[config.mk]
export PLATFORM = sky130hd
export DESIGN_NAME = sram_like_responder
export DESIGN_NICKNAME = d
export VERILOG_FILES = /design/src/rtl/sram_like_responder_pkg.sv /design/src/rtl/sram_like_responder_resp_queue.sv /design/src/rtl/sram_like_responder.sv
export SDC_FILE = /design/constraint.sdc
export NUM_CORES = 1
export LEC_CHECK = 0
export ABC_CLOCK_PERIOD_IN_PS = 2850
export CAP_MARGIN = 20
export CORE_MARGIN = 4
export CORE_UTILIZATION = 35
export CTS_CLUSTER_DIAMETER = 150
export CTS_CLUSTER_SIZE = 20
export DETAILED_ROUTE_END_ITERATION = 8
export PLACE_DENSITY = 0.65
export SYNTH_ARGS = -nofsm -noshare
export SYNTH_HDL_FRONTEND = slang
export SYNTH_SLANG_ARGS = --single-unit
[constraint.sdc]
create_clock -name clk -period 2.85 [get_ports clk]
set_clock_uncertainty 0.2 [all_clocks]
set_input_delay 0.285 -clock clk [delete_from_list [all_inputs] [get_ports clk]]
set_output_delay 0.285 -clock clk [all_outputs]
set_load 0.02 [all_outputs]
[src/rtl/sram_like_responder_pkg.sv]
// cpu_defs: shared size encodings and response-queue entry for sram_like_responder
package cpu_defs;
  localparam int CNT_W = 4;
  typedef enum logic [1:0] {
    SZ_BYTE = 2'd0,
    SZ_HALF = 2'd1,
    SZ_WORD = 2'd2,
    SZ_RSVD = 2'd3
  } size_e;
  typedef struct packed {
    logic             wr;
    logic [31:0]      data;
    logic [CNT_W-1:0] cnt;
  } resp_entry;
endpackage

[src/rtl/sram_like_responder_resp_queue.sv]
// resp_queue: circular response FIFO whose entries count down to readiness
module resp_queue
  import cpu_defs::*;
#(
  parameter int DEPTH = 4,
  localparam int PW = $clog2(DEPTH),
  localparam int CW = PW + 1
) (
  input  logic          clk,
  input  logic          rst,
  input  logic          push,
  input  resp_entry     push_entry,
  input  logic          pop,
  output resp_entry     head,
  output logic          empty,
  output logic [CW-1:0] count
);
  resp_entry mem_q [DEPTH];
  resp_entry mem_d [DEPTH];
  logic [PW-1:0] wr_ptr_q, wr_ptr_d, rd_ptr_q, rd_ptr_d;
  logic [CW-1:0] count_q, count_d;
  always_comb begin
    mem_d = mem_q;
    for (int i = 0; i < DEPTH; i++)
      mem_d[i].cnt = mem_q[i].cnt != '0 ? mem_q[i].cnt - CNT_W'(1) : '0;
    if (push) mem_d[wr_ptr_q] = push_entry;
    wr_ptr_d = push ? (wr_ptr_q == PW'(DEPTH - 1) ? '0 : wr_ptr_q + PW'(1)) : wr_ptr_q;
    rd_ptr_d = pop ? (rd_ptr_q == PW'(DEPTH - 1) ? '0 : rd_ptr_q + PW'(1)) : rd_ptr_q;
    count_d = count_q + CW'(push) - CW'(pop);
    head = mem_q[rd_ptr_q];
    empty = count_q == '0;
    count = count_q;
  end
  always_ff @(posedge clk) begin
    mem_q <= mem_d;
    if (rst) begin
      wr_ptr_q <= '0;
      rd_ptr_q <= '0;
      count_q <= '0;
    end else begin
      wr_ptr_q <= wr_ptr_d;
      rd_ptr_q <= rd_ptr_d;
      count_q <= count_d;
    end
  end
endmodule

[src/rtl/sram_like_responder.sv]
// sram_like_responder: SRAM-like request/response slave with in-order fixed-latency completion
module sram_like_responder
  import cpu_defs::*;
#(
  parameter int DEPTH = 4,
  parameter int LATENCY = 2,
  parameter int RAM_AW = 14
) (
  input  logic              clk,
  input  logic              rst,
  input  logic              req,
  input  logic              wr,
  input  logic [1:0]        size,
  input  logic [31:0]       addr,
  input  logic [31:0]       wdata,
  output logic              addr_ok,
  output logic              data_ok,
  output logic [31:0]       rdata,
  output logic              ram_en,
  output logic [3:0]        ram_we,
  output logic [RAM_AW-1:0] ram_addr,
  output logic [31:0]       ram_wdata,
  input  logic [31:0]       ram_rdata
);
  localparam int CW = $clog2(DEPTH) + 1;
  logic s1_valid_q, s1_valid_d, s1_wr_q, s1_wr_d;
  logic [3:0] be;
  logic empty;
  logic [CW-1:0] count;
  resp_entry head, push_entry;
  logic unused_bits;
  always_comb begin
    addr_ok = req && !rst && (CW'(s1_valid_q) + count < CW'(DEPTH));
    be = size == SZ_BYTE ? 4'b0001 << addr[1:0] :
         size == SZ_HALF ? (addr[1] ? 4'b1100 : 4'b0011) : 4'b1111;
    ram_en = addr_ok;
    ram_we = addr_ok && wr ? be : 4'b0000;
    ram_addr = addr[RAM_AW+1:2];
    ram_wdata = wdata;
    s1_valid_d = addr_ok;
    s1_wr_d = wr;
    push_entry = '{wr: s1_wr_q, data: s1_wr_q ? 32'h0 : ram_rdata, cnt: CNT_W'(LATENCY - 2)};
    data_ok = !rst && !empty && head.cnt == '0;
    rdata = data_ok ? head.data : 32'h0;
    unused_bits = ^{addr[31:RAM_AW+2], head.wr};
  end
  always_ff @(posedge clk) begin
    if (rst) begin
      s1_valid_q <= 1'b0;
      s1_wr_q <= 1'b0;
    end else begin
      s1_valid_q <= s1_valid_d;
      s1_wr_q <= s1_wr_d;
    end
  end
  resp_queue #(.DEPTH(DEPTH)) u_queue (
    .clk(clk),
    .rst(rst),
    .push(s1_valid_q),
    .push_entry(push_entry),
    .pop(data_ok),
    .head(head),
    .empty(empty),
    .count(count)
  );
endmodule

==> reports/metrics.csv, run 1 <==
stage,metric,value,unit
run_status,status,finished with violations,
run_status,failing checks,negative setup slack,
sta,crit share post-route,1.05,
layout,final instance area,8100,um2
place,DP Area,7420,um2
worst_setup_path,CP startpoint kind,flop,
sta,Worst-Margin Slew,1.01,ns
logic_synthesis,Post-Synth Adder-Cell Area,0.0171,
routing,final WL,13.0,mm
power_and_ir_drop,worst vdd ir,520,uV
logic_synthesis,mux cell area share after synthesis,0.114,
clock_tree,TritonCTS clock tree,done,
grt,vias in the first global route,4028,
clock_tree,CTS Buf Count,17,
grt,initial antenna violation count,0,
layout,Antenna Cells,0,
worst_setup_path,Crit path required time,2.37,ns
logic_synthesis,xor-xnor portion of the synthesized cell area,0.00266,
clock_tree,H-tree levels,4,
logic_synthesis,Post-synth EDFFs,128,
sta,Final Setup Violations,33,
routing,DR iter-0 viols,134,
worst_setup_path,crit path DAT,2.52,ns
grt,largest net degree at the start of global routing,37,
worst_setup_path,CP Depth,6,
layout,fin nets,597,
worst_setup_path,CP cell instances,or4_4 -> a311oi_2 -> or4b_4 -> buf_12 -> nor2b_2 -> buf_6,
worst_setup_path,CP max stage cell,or4b_4,
worst_setup_path,"Largest stage delay, worst path",0.55,ns
logic_synthesis,Syn Area/Cell,15.7,um2
routing,DR pass1 iterations,4,
floorplan,die width,145,um
routing,DRC violations left,0,
place,DP HPWL,8.14,mm
worst_setup_path,Buf/Inv on CP,2,
place,pre-CTS WS,-0.337,ns
clock_tree,CTS sink cnt,153,
sta,Slew Limit Headroom,0.327,
grt,residual overflow from global routing,0,
logic_synthesis,ys async rst share,0,
logic_synthesis,post-synthesis sequential area ratio,0.660,
layout,Finished Layout Cells,728,
min_path,Hold Path Stages,2,
logic_synthesis,#FFs+latches synth,153,
sta,fin worst setup slack,-0.155,ns
power_and_ir_drop,Leak,0.00281,uW
clock_tree,clock transition at the registers of the reported paths,0.06,ns
sta,Max Transition Viols Final,0,
routing,"antenna viol nets, final",0,
floorplan,num ports,187,
logic_synthesis,yosys warns,0,
sta,sum of negative setup slack,-3.60,ns
clock_tree,Root Driver,clkbuf_16,
floorplan,Die Y-Extent,145,um
logic_synthesis,post-synthesis compound-gate area fraction,0.0228,
floorplan,row count,49,
sta,hold violation count in the final report,0,
worst_setup_path,CP Capture Type,output pin,
worst_setup_path,Worst Reg-to-Reg Cells,11,
floorplan,Die Area,21100,um2
logic_synthesis,Synth cell types,32,
logic_synthesis,syn nets,531,
clock_tree,Clock Tree Buf Depth,2,
power_and_ir_drop,Cell Pwr Density,846,nW/um2
sta,RSZ-0062 raised after global routing,true,
logic_synthesis,Synth Instances,420,
grt,GRT Overall Usage,0.127,
place,Cell Count Post-Placement,686,
logic_synthesis,Post-Synth Simple-Gate Area,0.110,
worst_setup_path,Crit path max-delay family,simple AND/OR/NAND/NOR gates,
min_path,Tightest Hold Check Type,input port to flop,
logic_synthesis,Syn Std Cell Area,6580,um2
grt,first-pass GRT wire length,20.9,mm
floorplan,Placeable Area,18200,um2
sta,Final min period,3.00,ns
clock_tree,"Hold-fix buffers, CTS",0,
routing,vias,3574,
place,RePlAce Congestion,0.725,
layout,P&R area growth vs syn,23.2,%
power_and_ir_drop,Final Total Pwr,6860,uW
logic_synthesis,largest family of logic cells by synthesized area,multiplexers,
place,Port-buffer cells,78,
floorplan,initial cell density of the core,0.361,
routing,routed length per instance,17.9,um
job,max-cap violations,0,
clock_tree,clock latency on the worst-skew pair,0.42,ns
sta,Fmax,333,MHz
routing,Vias/cell,4.91,
layout,layout cells sized above 1,0.315,
worst_setup_path,WS Path Type,flop to output pin,
worst_setup_path,crit-path max FO,19,
logic_synthesis,Main synth FF type,edfxtp_1,
[report_power, final]
part	internal, uW	switching, uW
clock	1400	830
combinational	1040	933
sequential	2580	73.5
total	5020	1840
[area by class of cell]
type,instances,area [um2]
clock buffers,24,462
clock inverters,8,125
fillers,1610,10100
inverters,8,32.5
multi-input cells,193,1810
flip-flops and latches,153,4350
well taps,229,287
repair buffers,113,1030
[cells by family after synthesis]
logic type      Yosys count
xor+xnor                  2
flops                   153
mux                      35
buf+inv                  74
simple gates            121
compound gates           26
fa+ha+maj                 9
[sequential cells by signal, summed over array words and instances, names as in the netlist]
name / count
u_queue.wr_ptr_q: 2
s1_valid_q: 1
u_queue.count: 3
s1_wr_q: 1
u_queue.rd_ptr_q: 2
u_queue.mem_q: 144
[per-layer routing]
metal | global-route usage | wire, um | vias up
met1 | 0.147 | 5400 | 1798
met2 | 0.220 | 6590 | 106
li1 | - | - | 1641
met4 | 0.0432 | 206 | 0
met3 | 0.0468 | 842 | 29
met5 | 0 | 0 | -
[timing repair]
action / 4_1_cts / 5_1_grt
hold endpoints to repair: 0 / 0
resized for setup: 195 / 26
buffers inserted: 13 / 0
pin swaps: 2 / 1
endpoints found under the setup margin: 40 / 38
cloned: 0 / 0
[cells in the final DEF, fill, tap and decap left out, types with 12 or more instances in the layout]
| cell | instances |
|---|---|
| clkdlybuf4s50_1 | 39 |
| clkbuf_16 | 17 |
| edfxtp_1 | 128 |
| dfxtp_1 | 21 |
| nor3_1 | 14 |
| buf_4 | 47 |
| a21oi_1 | 12 |
| buf_6 | 19 |
| nor2b_1 | 53 |
| mux4_2 | 32 |
[worst reg2reg max path: stages, from the launching register on]
cell	delay [ns]
dfxtp_2	0.32
or4_4	0.52
a311oi_2	0.22
or4b_4	0.55
buf_6	0.18
inv_4	0.06
buf_4	0.09
buf_4	0.09
ha_1	0.14
ha_1	0.15
xnor2_1	0.11
nor2_1	0.05
[metrics by stage]
step | utilization | hold slack (ns)
3_3_place_gp | 0.408 | 0.264
3_5_place_dp | 0.408 | 0.321
2_1_floorplan | - | 0.213
6_report | 0.445 | 0.264
4_1_cts | 0.444 | 0.247
5_1_grt | 0.445 | 0.264
[path summary, 6_finish.rpt]
path              slack [ns]                        from                           to
setup / recovery       -0.15    u_queue.mem_q[2]$_DFF_P_                     rdata[0]
hold / removal          0.26                          wr           s1_wr_q$_SDFF_PP0_
setup reg to reg        0.06    u_queue.mem_q[2]$_DFF_P_  u_queue.count[2]$_SDFF_PP0_
hold reg to reg         0.32  u_queue.mem_q[112]$_DFF_P_   u_queue.mem_q[112]$_DFF_P_
[cells in the mapped netlist (all sizes together), types with 2 or more instances]
| library cell | count | area, um2 |
|---|---|---|
| edfxtp | 128 | 3840 |
| ha | 9 | 113 |
| mux4 | 32 | 721 |
| inv | 8 | 30.0 |
| nor4 | 3 | 18.8 |
| a21oi | 12 | 60.1 |
| dfxtp | 25 | 500 |
| and2 | 4 | 25.0 |
| mux2i | 3 | 30.0 |
| nor3 | 14 | 70.1 |
| nor2b | 66 | 413 |
| o21ai | 10 | 50.1 |
| nand2 | 5 | 18.8 |
| nand2b | 2 | 12.5 |
| buf | 55 | 407 |
| nor2 | 11 | 41.3 |
| nand3b | 4 | 30.0 |
| clkbuf | 11 | 41.3 |
| nor3b | 8 | 60.1 |
No activity file was read; power rests on OpenSTA's default activity.
==> run 2, diff against run 1 <==
- CTS_CLUSTER_DIAMETER: 150 -> 100
==> results of run 2 <==
The final DEF is identical to that of run 1; final timing and power are the same.
